[src/rtl/blink_pkg.sv]
// rtl/blink_pkg.sv - shared widths, core latency and FSM encodings for the Blink scheduler
package blink_pkg;
    localparam int N        = 64;   // block width
    localparam int TW       = 64;   // tweak width
    localparam int KW       = 448;  // round-key bundle width (N*ROUND/2)
    localparam int CORE_LAT = 14;   // core cycles from core_start to valid core_c

    localparam logic [1:0] ST_IDLE = 2'd0;
    localparam logic [1:0] ST_RUN  = 2'd1;
    localparam logic [1:0] ST_HOLD = 2'd2;

    // One-hot grant, bit i = requester i
    typedef logic [1:0] grant_t;
endpackage

[src/rtl/blink_sched_if.sv]
// rtl/blink_sched_if.sv - request, key, core and result signals of the Blink scheduler
//   master: requesters, key loader, external core and result sink
//   slave : the scheduler itself
interface blink_sched_if;
    import blink_pkg::*;

    logic          req0_valid;
    logic          req0_ready;
    logic          req0_enc;
    logic [N-1:0]  req0_p;
    logic [TW-1:0] req0_t;

    logic          req1_valid;
    logic          req1_ready;
    logic          req1_enc;
    logic [N-1:0]  req1_p;
    logic [TW-1:0] req1_t;

    logic          key_wr;
    logic [KW-1:0] key_in;
    logic          key_ack;

    logic          core_start;
    logic          core_enc;
    logic [KW-1:0] core_k0;
    logic [N-1:0]  core_p;
    logic [TW-1:0] core_t;
    logic [N-1:0]  core_c;

    logic          res_valid;
    logic          res_ready;
    logic [N-1:0]  res_c;
    logic          res_id;

    modport master (
        output req0_valid, req0_enc, req0_p, req0_t,
        output req1_valid, req1_enc, req1_p, req1_t,
        output key_wr, key_in, core_c, res_ready,
        input  req0_ready, req1_ready, key_ack,
        input  core_start, core_enc, core_k0, core_p, core_t,
        input  res_valid, res_c, res_id
    );

    modport slave (
        input  req0_valid, req0_enc, req0_p, req0_t,
        input  req1_valid, req1_enc, req1_p, req1_t,
        input  key_wr, key_in, core_c, res_ready,
        output req0_ready, req1_ready, key_ack,
        output core_start, core_enc, core_k0, core_p, core_t,
        output res_valid, res_c, res_id
    );
endinterface

[src/rtl/blink_rr_arb.sv]
// rtl/blink_rr_arb.sv - two-way round-robin grant
//   valid[1:0] : pending requests
//   last       : index of the most recently granted requester
//   grant[1:0] : one-hot grant (zero when nothing is valid)
module blink_rr_arb
    import blink_pkg::*;
(
    input  logic [1:0] valid,
    input  logic       last,
    output grant_t     grant
);
    always_comb begin
        grant = 2'b00;
        case (valid)
            2'b01:   grant = 2'b01;
            2'b10:   grant = 2'b10;
            // On a tie, favour whoever was not served last
            2'b11:   grant = last ? 2'b01 : 2'b10;
            default: grant = 2'b00;
        endcase
    end
endmodule

[src/rtl/blink_sched.sv]
// rtl/blink_sched.sv - arbitrates two requesters onto one Blink core and holds the result
//   clk, rst : clock, asynchronous active-high reset
//   bus      : requests 0/1, key load, external core handshake, result channel
module blink_sched #(
    parameter int N        = blink_pkg::N,
    parameter int TW       = blink_pkg::TW,
    parameter int KW       = blink_pkg::KW,
    parameter int CORE_LAT = blink_pkg::CORE_LAT
) (
    input  logic         clk,
    input  logic         rst,
    blink_sched_if.slave bus
);
    import blink_pkg::*;

    localparam int CW = (CORE_LAT > 1) ? $clog2(CORE_LAT) : 1;
    localparam logic [CW-1:0] LAST_CNT = CW'(CORE_LAT - 1);

    logic [1:0]    state;
    logic [CW-1:0] cnt;
    logic          last;
    grant_t        grant;
    logic          idle;
    logic          accept;
    logic          sel;

    logic          enc_q;
    logic [N-1:0]  p_q;
    logic [TW-1:0] t_q;
    logic [KW-1:0] k0_q;
    logic [N-1:0]  res_c_q;
    logic          res_id_q;

    blink_rr_arb u_arb (
        .valid ({bus.req1_valid, bus.req0_valid}),
        .last  (last),
        .grant (grant)
    );

    // A key write in IDLE takes the cycle; requests wait until it drops
    assign idle   = (state == ST_IDLE);
    assign accept = idle && !bus.key_wr && (grant != 2'b00);
    assign sel    = grant[1];

    assign bus.key_ack    = idle && bus.key_wr;
    assign bus.req0_ready = accept && grant[0];
    assign bus.req1_ready = accept && grant[1];
    assign bus.core_start = (state == ST_RUN) && (cnt == '0);
    assign bus.core_enc   = enc_q;
    assign bus.core_p     = p_q;
    assign bus.core_t     = t_q;
    assign bus.core_k0    = k0_q;
    assign bus.res_valid  = (state == ST_HOLD);
    assign bus.res_c      = res_c_q;
    assign bus.res_id     = res_id_q;

    always_ff @(posedge clk or posedge rst) begin
        if (rst) begin
            state    <= ST_IDLE;
            cnt      <= '0;
            last     <= 1'b1;
            enc_q    <= 1'b0;
            p_q      <= '0;
            t_q      <= '0;
            k0_q     <= '0;
            res_c_q  <= '0;
            res_id_q <= 1'b0;
        end else begin
            case (state)
                ST_IDLE: begin
                    if (bus.key_wr) begin
                        k0_q <= bus.key_in;
                    end else if (accept) begin
                        enc_q    <= sel ? bus.req1_enc : bus.req0_enc;
                        p_q      <= sel ? bus.req1_p   : bus.req0_p;
                        t_q      <= sel ? bus.req1_t   : bus.req0_t;
                        res_id_q <= sel;
                        last     <= sel;
                        cnt      <= '0;
                        state    <= ST_RUN;
                    end
                end
                ST_RUN: begin
                    if (cnt == LAST_CNT) begin
                        res_c_q <= bus.core_c;
                        state   <= ST_HOLD;
                    end else begin
                        cnt <= cnt + CW'(1);
                    end
                end
                ST_HOLD: begin
                    if (bus.res_ready) state <= ST_IDLE;
                end
                default: state <= ST_IDLE;
            endcase
        end
    end
endmodule

[src/flat_wrapper.sv]
// flat-port wrapper written by rule: the top's interface ports become plain ports
module blink_sched_flat import blink_pkg::*;
#(
    parameter int N        = blink_pkg::N,
    parameter int TW       = blink_pkg::TW,
    parameter int KW       = blink_pkg::KW,
    parameter int CORE_LAT = blink_pkg::CORE_LAT
)
  (clk, rst, bus_req0_valid, bus_req0_enc, bus_req0_p, bus_req0_t, bus_req1_valid, bus_req1_enc, bus_req1_p, bus_req1_t, bus_key_wr, bus_key_in, bus_core_c, bus_res_ready, bus_req0_ready, bus_req1_ready, bus_key_ack, bus_core_start, bus_core_enc, bus_core_k0, bus_core_p, bus_core_t, bus_res_valid, bus_res_c, bus_res_id);
  blink_sched_if bus_i ();
  input  logic clk;
  input  logic rst;
  input wire logic [$bits(bus_i.req0_valid)-1:0] bus_req0_valid;
  input wire logic [$bits(bus_i.req0_enc)-1:0] bus_req0_enc;
  input wire logic [$bits(bus_i.req0_p)-1:0] bus_req0_p;
  input wire logic [$bits(bus_i.req0_t)-1:0] bus_req0_t;
  input wire logic [$bits(bus_i.req1_valid)-1:0] bus_req1_valid;
  input wire logic [$bits(bus_i.req1_enc)-1:0] bus_req1_enc;
  input wire logic [$bits(bus_i.req1_p)-1:0] bus_req1_p;
  input wire logic [$bits(bus_i.req1_t)-1:0] bus_req1_t;
  input wire logic [$bits(bus_i.key_wr)-1:0] bus_key_wr;
  input wire logic [$bits(bus_i.key_in)-1:0] bus_key_in;
  input wire logic [$bits(bus_i.core_c)-1:0] bus_core_c;
  input wire logic [$bits(bus_i.res_ready)-1:0] bus_res_ready;
  output wire logic [$bits(bus_i.req0_ready)-1:0] bus_req0_ready;
  output wire logic [$bits(bus_i.req1_ready)-1:0] bus_req1_ready;
  output wire logic [$bits(bus_i.key_ack)-1:0] bus_key_ack;
  output wire logic [$bits(bus_i.core_start)-1:0] bus_core_start;
  output wire logic [$bits(bus_i.core_enc)-1:0] bus_core_enc;
  output wire logic [$bits(bus_i.core_k0)-1:0] bus_core_k0;
  output wire logic [$bits(bus_i.core_p)-1:0] bus_core_p;
  output wire logic [$bits(bus_i.core_t)-1:0] bus_core_t;
  output wire logic [$bits(bus_i.res_valid)-1:0] bus_res_valid;
  output wire logic [$bits(bus_i.res_c)-1:0] bus_res_c;
  output wire logic [$bits(bus_i.res_id)-1:0] bus_res_id;
  assign bus_i.req0_valid = bus_req0_valid;
  assign bus_i.req0_enc = bus_req0_enc;
  assign bus_i.req0_p = bus_req0_p;
  assign bus_i.req0_t = bus_req0_t;
  assign bus_i.req1_valid = bus_req1_valid;
  assign bus_i.req1_enc = bus_req1_enc;
  assign bus_i.req1_p = bus_req1_p;
  assign bus_i.req1_t = bus_req1_t;
  assign bus_i.key_wr = bus_key_wr;
  assign bus_i.key_in = bus_key_in;
  assign bus_i.core_c = bus_core_c;
  assign bus_i.res_ready = bus_res_ready;
  assign bus_req0_ready = bus_i.req0_ready;
  assign bus_req1_ready = bus_i.req1_ready;
  assign bus_key_ack = bus_i.key_ack;
  assign bus_core_start = bus_i.core_start;
  assign bus_core_enc = bus_i.core_enc;
  assign bus_core_k0 = bus_i.core_k0;
  assign bus_core_p = bus_i.core_p;
  assign bus_core_t = bus_i.core_t;
  assign bus_res_valid = bus_i.res_valid;
  assign bus_res_c = bus_i.res_c;
  assign bus_res_id = bus_i.res_id;
  blink_sched #(.N(N), .TW(TW), .KW(KW), .CORE_LAT(CORE_LAT)) u_core (.clk(clk), .rst(rst), .bus(bus_i));
endmodule
[config.mk]
export PLATFORM = sky130hd
export DESIGN_NAME = blink_sched_flat
export DESIGN_NICKNAME = d
export VERILOG_FILES = /design/src/rtl/blink_pkg.sv /design/src/rtl/blink_sched_if.sv /design/src/rtl/blink_rr_arb.sv /design/src/rtl/blink_sched.sv /design/src/flat_wrapper.sv
export SDC_FILE = /design/constraint.sdc
export NUM_CORES = 1
export LEC_CHECK = 0
export ABC_AREA = 1
export BUFFER_PORTS_ARGS = -buffer_cell sky130_fd_sc_hd__buf_2
export CAP_MARGIN = 10
export CORE_AREA = 4 4 547 549
export DETAILED_ROUTE_END_ITERATION = 16
export DIE_AREA = 0 0 551 553
export SKIP_LAST_GASP = 1
export SYNTH_ARGS = -nofsm -noshare
export SYNTH_HDL_FRONTEND = slang
export SYNTH_SLANG_ARGS = --single-unit
[constraint.sdc]
create_clock -name clk -period 30.7 [get_ports clk]
set_input_delay 4.605 -clock clk [delete_from_list [all_inputs] [get_ports clk]]
set_output_delay 4.605 -clock clk [all_outputs]
set_load 0.01 [all_outputs]
; Word level (Yosys, flattened, before mapping)
; Cells that the tools add are included.
; W data, S select, Z words.
[word_totals]
inputBits = 776
regBits = 649
output_inout_bits = 647
rom_bits = 0
elab_cells = 52
ram_bits = 0
mem_count = 0
latchBits = 0
[op_classes]
n_lt_le_gt_ge = 0
muxes = 14
n_reduce_logical = 16
shifts = 0
multipliers = 0
n_eq_ne = 11
addsub = 1
div_mod_pow = 0
bitwise = 1
[ops]
columns = operator, n
row1 = $mux W64, 2
row2 = $mux W4, 3
row3 = $pmux W2 S3, 2
row4 = $mux W2, 5
row5 = $ne A2 B2 Y1 const B, 5
row6 = $pmux W4 S2, 1
row7 = $reduce_and A4 Y1, 2
row8 = $eq A2 B2 Y1 const B, 3
row9 = $logic_and A1 B1 Y1, 6
row10 = $add A4 B1 Y4 const B, 1
row11 = $eq A2 B1 Y1 const B, 2
row12 = $eq A4 B4 Y1 const B, 1
row13 = $logic_not A4 Y1, 1
row14 = $reduce_and A2 Y1, 2
row15 = $reduce_bool A2 Y1, 2
row16 = $reduce_and A3 Y1, 1
row17 = $logic_not A2 Y1, 1
row18 = $logic_not A1 Y1, 1
row19 = $mux W1, 1
row20 = $not A1 Y1, 1

; Depth between registers and ports, before layout
; Gate-level depths: netlist of the first run.
[depth]
depth_word = 7
ltp_mapped = 9
mapped_depth_nobuf = 7

; Cells and area by module
; Synthesis of the first run repeated with hierarchy kept, for this count alone.
[unflattened]
hier_cells = 2933
area_unflattened_um2 = 25856.0
[modules_own_cells]
columns = module, cells_per_inst, area_per_inst_um2, n_inst, seq_area_each_um2
row1 = blink_sched, 2928, 25834.8, 1, 16241.8
row2 = blink_rr_arb, 5, 21.3, 1, 0.0

; Worst setup path after synthesis of the first run
; Ideal clock, no wire load.
[synth_timing]
path_kind = input port to output port
start = input port bus_req1_valid
end = output port bus_req0_ready
t_required_ps = 26095
cell_stages = 5
setup_slack_ps = 20767
t_arrival_ps = 5328
n_path_buf = 1
cell_sequence = inv_1 -> nand2_1 -> nand3_4 -> buf_2 -> a211oi_1
[synth_via]
elab_chain_cells = 5
elab_cells_between_ends = 7
cone_classes = 3 x eq/ne / 1 x mux / 3 x reduce/logical
[synth_rtl]
columns = item, line_no
row1 = "start, declared", flat_wrapper.sv:17  ; input wire logic [$bits(bus_i.req1_valid)-1:0] bus_req1_valid;
row2 = $eq A2 B2 Y1 or $eq A2 B1 Y1 (tied branches), blink_rr_arb.sv:14  ; case (valid)
row3 = $pmux W2 S3 (*), blink_rr_arb.sv:14
row4 = $reduce_bool A2 Y1, blink_sched.sv:42  ; assign accept = idle && !bus.key_wr && (grant != 2'b00);
row5 = $logic_and A1 B1 Y1, blink_sched.sv:42
row6 = $logic_and A1 B1 Y1 (*), blink_sched.sv:46  ; assign bus.req0_ready = accept && grant[0];
row7 = "end, declared", flat_wrapper.sv:25  ; output wire logic [$bits(bus_i.req0_ready)-1:0] bus_req0_ready;
; Mark *: on every way between the ends. The rest lies on a longest branch, timed or not.

; Final worst setup path of the first run
[layout_timing]
start = input port bus_req0_valid
end = output port bus_req0_ready
[layout_via]
elab_chain_cells = 5
elab_cells_between_ends = 7
cone_classes = 3 x eq/ne / 1 x mux / 3 x reduce/logical
[layout_rtl]
columns = item, line_no
row1 = "start, declared", flat_wrapper.sv:13  ; input wire logic [$bits(bus_i.req0_valid)-1:0] bus_req0_valid;
row2 = $eq A2 B2 Y1 or $eq A2 B1 Y1 (tied branches), blink_rr_arb.sv:14
row3 = $pmux W2 S3 (*), blink_rr_arb.sv:14
row4 = $reduce_bool A2 Y1, blink_sched.sv:42
row5 = $logic_and A1 B1 Y1, blink_sched.sv:42
row6 = $logic_and A1 B1 Y1 (*), blink_sched.sv:46
; Marked as above.

==> Flow_metrics.wiki, run 1 <==
{| class="wikitable"
! Metric !! Value
|-
| Worst clock skew || 0.0588 ns
|-
| Chip width || 551 um
|-
| Net count after synthesis || 4093
|-
| Largest buffer count on any clock path || 4
|-
| Die Footprint || 305000 um2
|-
| CP Launch Point || bus_req0_valid
|-
| Mean instance size in the synthesized netlist || 8.06 um2
|-
| Weighted congestion at the end of routability-driven global placement || 0.910
|-
| Number of register bits inferred by synthesis || 649
|-
| Post-CTS setup buffers || 0
|-
| Post-cts gate resize count || 0
|-
| Initial cell density of the core || 0.0909
|-
| Final Hold Slack || 0.465 ns
|-
| Layout cell share with drive strength beyond 1 || 0.339
|-
| Unrepaired setup endpoints after global routing || false
|-
| Number of filler cells placed in the layout || 33930
|-
| Reg2reg end || u_core.bus.core_k0[217]
|-
| Reg2Reg Depth || 7
|-
| Required time at the worst-slack endpoint || 26.10 ns
|-
| Cell Count, Final, Fillers Out || 8782
|-
| Total via count in the routed design || 28421
|-
| Cell type contributing the most total cell area after synthesis || sky130_fd_sc_hd__dfrtp_1
|-
| Die height || 553 um
|-
| Top-area cell type share of the netlist area || 0.607
|-
| Clock sink total || 649
|-
| Number of hold-repair buffers added at the cts stage || 0
|-
| Critical path class || primary input to output port
|-
| Area growth from synthesis to layout || 55.7%
|-
| Number of iterations in the first detailed-routing pass || 5
|-
| Antenna Violating Nets Remaining || 0
|-
| Netlist Area Pre-Place || 26700 um2
|-
| Peak ir drop on the vdd network || 0.0418 mV
|-
| Met3 routed WL || 52200 um
|-
| Crit path time final || 11.71 ns
|-
| Main area contributors after synthesis || sky130_fd_sc_hd__dfrtp_1 (61%), sky130_fd_sc_hd__nand2_1 (29%), sky130_fd_sc_hd__inv_1 (3.9%)
|-
| Number of top-level pins || 1423
|-
| Inst Count DP || 8515
|-
| Core occupancy in the finished layout || 0.141
|-
| Final hold violations || 0
|-
| Hold Path Stages || 2
|-
| Max Fanout on Critical Path || 42
|-
| CTS Root Buffer Type || sky130_fd_sc_hd__clkbuf_16
|-
| Met2 WL || 99400 um
|-
| Endpoints failing setup || 0
|-
| Relative slew slack || 0.241
|-
| Period utilisation layout || 0.381
|-
| Remaining global-route overflow || 0
|-
| Number of synthesis warnings || 0
|-
| Clock transition at path regs || 0.06 ns
|-
| Number of buffers created by CTS || 92
|-
| Total length of routed wires || 258000 um
|-
| H-tree depth || 3
|-
| Overall track demand over capacity in global routing || 0.162
|-
| Setup crit end kind || output port
|-
| Max-slew violation total from the final report || 0
|-
| Sort of element at the start of the critical path || primary input
|-
| Distinct cells, synth || 22
|-
| IO buf count || 1422
|-
| Clock latency on the worst-skew pair || 0.84 ns
|-
| Drc violations || 0
|-
| Post-Route Setup TNS || 0 ns
|-
| Critical hold path startpoint || u_core.bus.res_c[46]
|-
| Most common cell after layout, fill and taps aside || sky130_fd_sc_hd__nand2_1
|-
| Power density over cell area || 108 nW/um2
|-
| Clock tree from TritonCTS || built
|-
| Class of the most critical hold timing path || flop to flop
|-
| Wire length of the first global-routing pass || 313000 um
|-
| Routed metal-1 wirelength || 96100 um
|-
| Number of rows created at floorplan || 199
|-
| DPL Wire Length || 225000 um
|-
| Outcome || finished, final reports clean
|-
| Pleak || 23.0 nW
|-
| Vias per cell || 3.24
|-
| Sequential-to-total area share from yosys stat || 0.608
|-
| Initial detailed-routing violation count || 2257
|-
| Maximum achievable frequency || 0.0854 GHz
|-
| End point of the worst hold path || u_core.bus.res_c[46]
|-
| R2r startpoint || u_core.state[0]
|-
| Count of max-cap constraint violations || 0
|-
| Highest Signal Layer || met5
|-
| Via count of the first global-routing pass || 26227
|-
| Avg WL per Cell || 29.4 um
|-
| Maximum number of pins on one net before global-route repair || 169
|-
| Gate Count Post-Synth || 3314
|-
| Arrival time of the worst setup path || 7.10 ns
|-
| R2R setup slack || 26.99 ns
|-
| NumNets Final || 5469
|-
| Number of antenna violations at the first check in global routing || 424
|-
| Slew @ Worst Pin || 1.14 ns
|-
| Most used cells in the layout excluding fill and tap cells || sky130_fd_sc_hd__nand2_1 (2065), sky130_fd_sc_hd__buf_2 (1422), sky130_fd_sc_hd__dfrtp_1 (648)
|-
| Core Footprint || 294000 um2
|}
-- per-stage QoR --
step	power [mW]	cell area (um2)	setup slack, ns
final	4.49	41600	18.99
after CTS	4.62	41300	18.96
after global routing	4.79	41400	18.92
after floorplan	2.22	26700	7.91
after detailed placement	3.43	38200	18.97
after global placement	3.41	38200	18.96
-- cell families (layout without fill, tap and decap cells) --
group / Yosys count / after routing / share of synthesized area
AOI/OAI and AO/OA: 7 / 7 / 0.00164
and+or+nand+nor: 2211 / 2211 / 0.318
adders and majority gates: 3 / 3 / 0.00141
buffers and inverters: 444 / 1890 / 0.0703
DFF: 649 / 649 / 0.608
other: 0 / 103 / 0
-- registers in the layout, summed over array words and instances, names as in the netlist --
register / cells
u_core.bus.core_enc: 1
u_core.bus.core_k0: 448
u_core.bus.core_p: 64
u_core.bus.core_t: 64
u_core.bus.res_c: 64
u_core.bus.res_id: 1
u_core.cnt: 4
u_core.last: 1
u_core.state: 2
-- critical path, stage by stage --
cell,delay [ns]
sky130_fd_sc_hd__buf_2,0.30
sky130_fd_sc_hd__inv_1,0.14
sky130_fd_sc_hd__nand2_1,0.17
sky130_fd_sc_hd__nand3_4,0.23
sky130_fd_sc_hd__buf_4,0.38
sky130_fd_sc_hd__a211oi_2,0.94
sky130_fd_sc_hd__buf_2,0.29
-- cells in the mapped netlist (all sizes together) --
master,count
a211oi,1
ha,3
nand3,134
inv,276
o21ai,3
nor2,10
a21oi,2
dfrtp,648
dfstp,1
clkbuf,56
buf,112
nand2,2066
nor3,1
o31ai,1
-- how the worst max path moves through the flow --
stage / end / slack [ns] / depth (start not counted)
floorplan: u_core.bus.core_enc / 7.91 / 1
global placement: bus_req0_ready / 18.96 / 7
detailed placement: bus_req0_ready / 18.97 / 7
CTS: bus_req0_ready / 18.96 / 7
global route: bus_req0_ready / 18.92 / 7
finish: bus_req0_ready / 18.99 / 7
-- routing by layer --
metal / GRT usage / vias to the layer above
met2: 0.226 / 1927
met1: 0.182 / 12795
met4: 0.0415 / 288
met3: 0.142 / 699
li1: - / 12712
met5: 0 / -
-- final cells by class --
| type | count | area [um2] | share of cell area |
|---|---|---|---|
| multi-input cells | 2221 | 8610 | 0.207 |
| diodes | 103 | 258 | 0.00620 |
| well taps | 3919 | 4900 | 0.118 |
| clock inverters | 42 | 557 | 0.0134 |
| clock buffers | 122 | 2600 | 0.0625 |
| inverters | 276 | 1060 | 0.0255 |
| flip-flops and latches | 649 | 16200 | 0.391 |
| repair buffers | 1450 | 7340 | 0.177 |
-- power breakdown --
group | switching, mW | leakage [nW] | internal, mW | total (mW)
Combinational | 1.31 | 13.5 | 0.534 | 1.85
Sequential | 0.229 | 7.95 | 1.26 | 1.49
Clock | 0.465 | 1.55 | 0.681 | 1.15
(Power assumes the default switching activity.)
==> run 2: changes to the inputs <==
ABC_AREA = 0   (was 1)
CORE_AREA = 4 4 548 550   (was 4 4 547 549)
DIE_AREA = 0 0 552 554   (was 0 0 551 553)
clock period = 9.8 ns   (was 30.7 ns; I/O delays follow)
==> run 2 against run 1 <==
  * Die area up 0.36%
  * Sequential share of layout area increased by 1.3 points
  * Combinational power increased to 3.0 times the previous value
  * Wire length down 13%
  * Hold slack improved by 0.016 ns
  * Sequential power grew to 3.3 times the previous value
  * Synthesized cell count fell by 52%
  * Non-clock buffer count fell by 7
  * Total power grew to 3.1 times the previous value
  * Global-route usage fell by 2.1 points
  * Sequential cell count stayed put
  * Worst setup slack worse by 14 ns
  * Critical path type unchanged
  * Highest routed layer unchanged
==> Flow_metrics.wiki, run 2 <==
{| class="wikitable"
! Metric !! Value
|-
| Sequential-to-total area share from yosys stat || 0.642 (+0.0332)
|-
| Power density over cell area || 346 nW/um2 (+220%)
|-
| Main area contributors after synthesis || sky130_fd_sc_hd__dfrtp_1 (64%), sky130_fd_sc_hd__mux2_2 (22%), sky130_fd_sc_hd__o32ai_1 (4.5%)
|-
| End point of the worst hold path || u_core.bus.res_c[33]
|-
| Reg2reg end || u_core.bus.core_k0[384]
|-
| Final Hold Slack || 0.482 ns (+0.0163 ns)
|-
| Distinct cells, synth || 32 (+45%)
|-
| Total via count in the routed design || 22591 (-21%)
|-
| Maximum achievable frequency || 0.229 GHz
|-
| Adder-cell area share of the yosys netlist || 0.00148 (+0.0000767)
|-
| H-tree depth || 3 (unchanged)
|-
| CTS Root Buffer Type || sky130_fd_sc_hd__clkbuf_16
|-
| Met3 layer usage reported by global route || 0.101 (-0.0416)
|-
| Setup crit end kind || output port
|-
| Count of max-cap constraint violations || 0 (unchanged)
|-
| Leading cell types by count after synthesis || sky130_fd_sc_hd__dfrtp_1 (648), sky130_fd_sc_hd__mux2_2 (494), sky130_fd_sc_hd__o32ai_1 (129)
|-
| Initial detailed-routing violation count || 1963 (-13%)
|-
| Number of hold-repair buffers added at the cts stage || 0 (unchanged)
|-
| Most used cells in the layout excluding fill and tap cells || sky130_fd_sc_hd__buf_2 (1422), sky130_fd_sc_hd__dfrtp_1 (648), sky130_fd_sc_hd__mux2_2 (494)
|-
| Required time at the worst-slack endpoint || 8.33 ns (-17.77 ns)
|-
| Layer with the highest usage || met2
|-
| Flip-flop count of the largest register after layout || 448 (unchanged)
|-
| Core Footprint || 296000 um2 (+0.67%)
|-
| Hold Path Stages || 1 (-1)
|-
| Slew @ Worst Pin || 1.06 ns (-0.0713 ns)
|-
| Remaining global-route overflow || 0 (unchanged)
|-
| Largest buffer count on any clock path || 4 (unchanged)
|-
| Post-CTS setup buffers || 0 (unchanged)
|-
| R2r startpoint || u_core.state[0]
|-
| NumNets Final || 3778 (-31%)
|-
| Layout cell share with drive strength beyond 1 || 0.684 (+0.345)
|-
| Clock sink total || 649 (unchanged)
|-
| Largest family of logic cells by synthesized area || multiplexers
|-
| Cell type contributing the most total cell area after synthesis || sky130_fd_sc_hd__dfrtp_1
|-
| Class of the most critical hold timing path || flop to flop
|-
| Clock transition at path regs || 0.06 ns (about the same)
|-
| Most common cell after layout, fill and taps aside || sky130_fd_sc_hd__buf_2
|-
| Drc violations || 0 (unchanged)
|-
| Number of buffers created by CTS || 90 (-2.2%)
|-
| Ys flop type || sky130_fd_sc_hd__dfrtp_1
|-
| Worst clock skew || 0.0740 ns (+0.0152 ns)
|-
| Number of flops mapped to enable cells by yosys || 0 (unchanged)
|-
| Simple-gate share of the synthesized area || 0.00568 (-0.313)
|-
| Met1 capacity usage during global routing || 0.157 (-0.0253)
|-
| DPL Wire Length || 197000 um (-12%)
|-
| Reg2Reg Depth || 5 (-2)
|-
| Fraction of the mapped netlist area in compound gates || 0.0938 (+0.0922)
|-
| Critical hold path startpoint || u_core.bus.res_c[33]
|-
| Chip width || 552 um (+0.18%)
|-
| Clock tree from TritonCTS || built
|-
| Via count of the first global-routing pass || 22359 (-15%)
|-
| Final hold violations || 0 (unchanged)
|-
| Max-slew violation total from the final report || 0 (unchanged)
|-
| Wire length of the first global-routing pass || 277000 um (-12%)
|-
| Clock latency on the worst-skew pair || 0.81 ns (-0.03 ns)
|-
| Period utilisation layout || 0.445
|-
| Weighted congestion at the end of routability-driven global placement || 0.965 (+6.0%)
|-
| Unrepaired setup endpoints after global routing || false
|-
| Most numerous cell in the Yosys netlist || sky130_fd_sc_hd__dfrtp_1
|-
| Number of synthesis warnings || 0 (unchanged)
|-
| GR Layer Usage met2 || 0.214 (-0.0118)
|-
| Number of antenna violations at the first check in global routing || 351 (-17%)
|-
| Arrival time of the worst setup path || 2.89 ns (-4.21 ns)
|-
| Top-area cell type share of the netlist area || 0.641 (+0.0331)
|-
| Initial cell density of the core || 0.0856 (-0.00527)
|-
| Number of register bits inferred by synthesis || 649 (unchanged)
|-
| Antenna Violating Nets Remaining || 0 (unchanged)
|-
| Post-cts gate resize count || 0 (unchanged)
|-
| Relative slew slack || 0.290 (+0.0489)
|-
| Endpoints failing setup || 0 (unchanged)
|-
| R2R setup slack || 6.41 ns (-20.58 ns)
|-
| Proportion of synthesized area in mux cells || 0.228 (+0.228)
|-
| Outcome || finished, final reports clean
|-
| Die Footprint || 306000 um2 (+0.36%)
|-
| Vias per cell || 3.18 (-1.7%)
|-
| Critical path class || primary input to output port
|-
| Max Fanout on Critical Path || 43 (+2.4%)
|-
| XOR/XNOR Fraction of Synth Area || 0 (unchanged)
|-
| Die height || 554 um (+0.18%)
|-
| Number of top-level pins || 1423 (unchanged)
|-
| Crit path time final || 4.36 ns
|-
| Gate Count Post-Synth || 1592 (-52%)
|-
| Peak ir drop on the vdd network || 0.162 mV (+290%)
|-
| Sort of element at the start of the critical path || primary input
|-
| Number of rows created at floorplan || 200 (+0.50%)
|-
| Maximum number of pins on one net before global-route repair || 172 (+1.8%)
|-
| Avg WL per Cell || 31.6 um (+7.5%)
|-
| Netlist Area Pre-Place || 25300 um2 (-5.2%)
|-
| Mean instance size in the synthesized netlist || 15.9 um2 (+97%)
|-
| IO buf count || 1422 (unchanged)
|-
| Overall track demand over capacity in global routing || 0.141 (-0.0209)
|-
| Pleak || 17.5 nW (-24%)
|-
| Share of async-settable or async-resettable flops after synthesis || 1.00 (unchanged)
|-
| Number of iterations in the first detailed-routing pass || 5 (unchanged)
|-
| Net count after synthesis || 2371 (-42%)
|-
| Power after layout || 13.9 mW (+210%)
|-
| Area growth from synthesis to layout || 59.1%
|-
| Total length of routed wires || 224000 um (-13%)
|}
-- run 2: cell count changes after synthesis, sizes merged, moves of 22 or more --
cell | before | now
nand2 | 2066 | 0
a2bb2oi | 0 | 129
inv | 276 | 5
o32ai | 0 | 129
buf | 112 | 90
nand3 | 134 | 5
mux2 | 0 | 513
-- run 2: metal layers --
layer | share of wire | wire length (um) | vias up
met3 | 0.17 | 37600 | 606
met5 | 0.0064 | 1440 | -
li1 | - | - | 8975
met4 | 0.038 | 8540 | 230
met2 | 0.42 | 95100 | 1758
met1 | 0.36 | 81700 | 11022
-- run 2: layout make-up --
| cell class | count | area, um2 |
|---|---|---|
| sequential | 649 | 16200 |
| fill | 33457 | 256000 |
| clock buffer | 121 | 2550 |
| timing repair buffer | 1443 | 7350 |
| clock inverter | 36 | 571 |
| tap | 3939 | 4930 |
| multi-input combinational | 810 | 8360 |
| antenna | 97 | 243 |
| inverter | 5 | 25.0 |
-- run 2: logic make-up (layout without fill, tap and decap cells) --
logic type	count (synthesis)	in the layout
buffers and inverters	133	1605
AO/OA/AOI/OAI	270	270
adder cells (fa/ha/maj)	3	3
multiplexers	513	513
flip-flops	649	649
other	0	97
AND/OR/NAND/NOR	24	24
-- run 2: critical path, cell delays in order --
cell                      delay, ns
sky130_fd_sc_hd__buf_2         0.13
sky130_fd_sc_hd__nor2b_4       0.83
sky130_fd_sc_hd__nor2_1        0.13
sky130_fd_sc_hd__nor2_1        0.17
sky130_fd_sc_hd__buf_2         0.15
-- run 2: power breakdown --
| group | leakage, nW | total, mW | switching [mW] | internal (mW) |
|---|---|---|---|---|
| clock | 1.52 | 3.53 | 1.39 | 2.15 |
| combinational | 8.42 | 5.50 | 3.20 | 2.30 |
| sequential | 7.59 | 4.88 | 0.846 | 4.04 |
-- run 2: per-stage QoR --
stage,area [um2],util,instances,TNS (ns),worst slack (ns)
5_1_grt,40200,0.136,7063,0,5.28
3_5_place_dp,36900,0.125,6846,0,5.35
4_1_cts,40000,0.135,7003,0,5.47
2_1_floorplan,25300,-,1592,-348.49,-0.538
3_3_place_gp,36900,0.125,6846,0,5.41
6_report,40300,0.136,7100,0,5.44
-- run 2: how the worst max path moves through the flow --
stage,startpoint,endpoint,slack [ns],depth (start not counted)
after global placement,bus_key_wr,u_core.bus.core_k0[56],5.41,6
after detailed placement,bus_key_wr,u_core.bus.core_k0[73],5.35,6
after global routing,bus_req1_valid,bus_req1_ready,5.28,5
after floorplan,rst,u_core.bus.core_enc,-0.54,1
final,bus_req1_valid,bus_req1_ready,5.44,5
after CTS,bus_req1_valid,bus_req0_ready,5.47,5
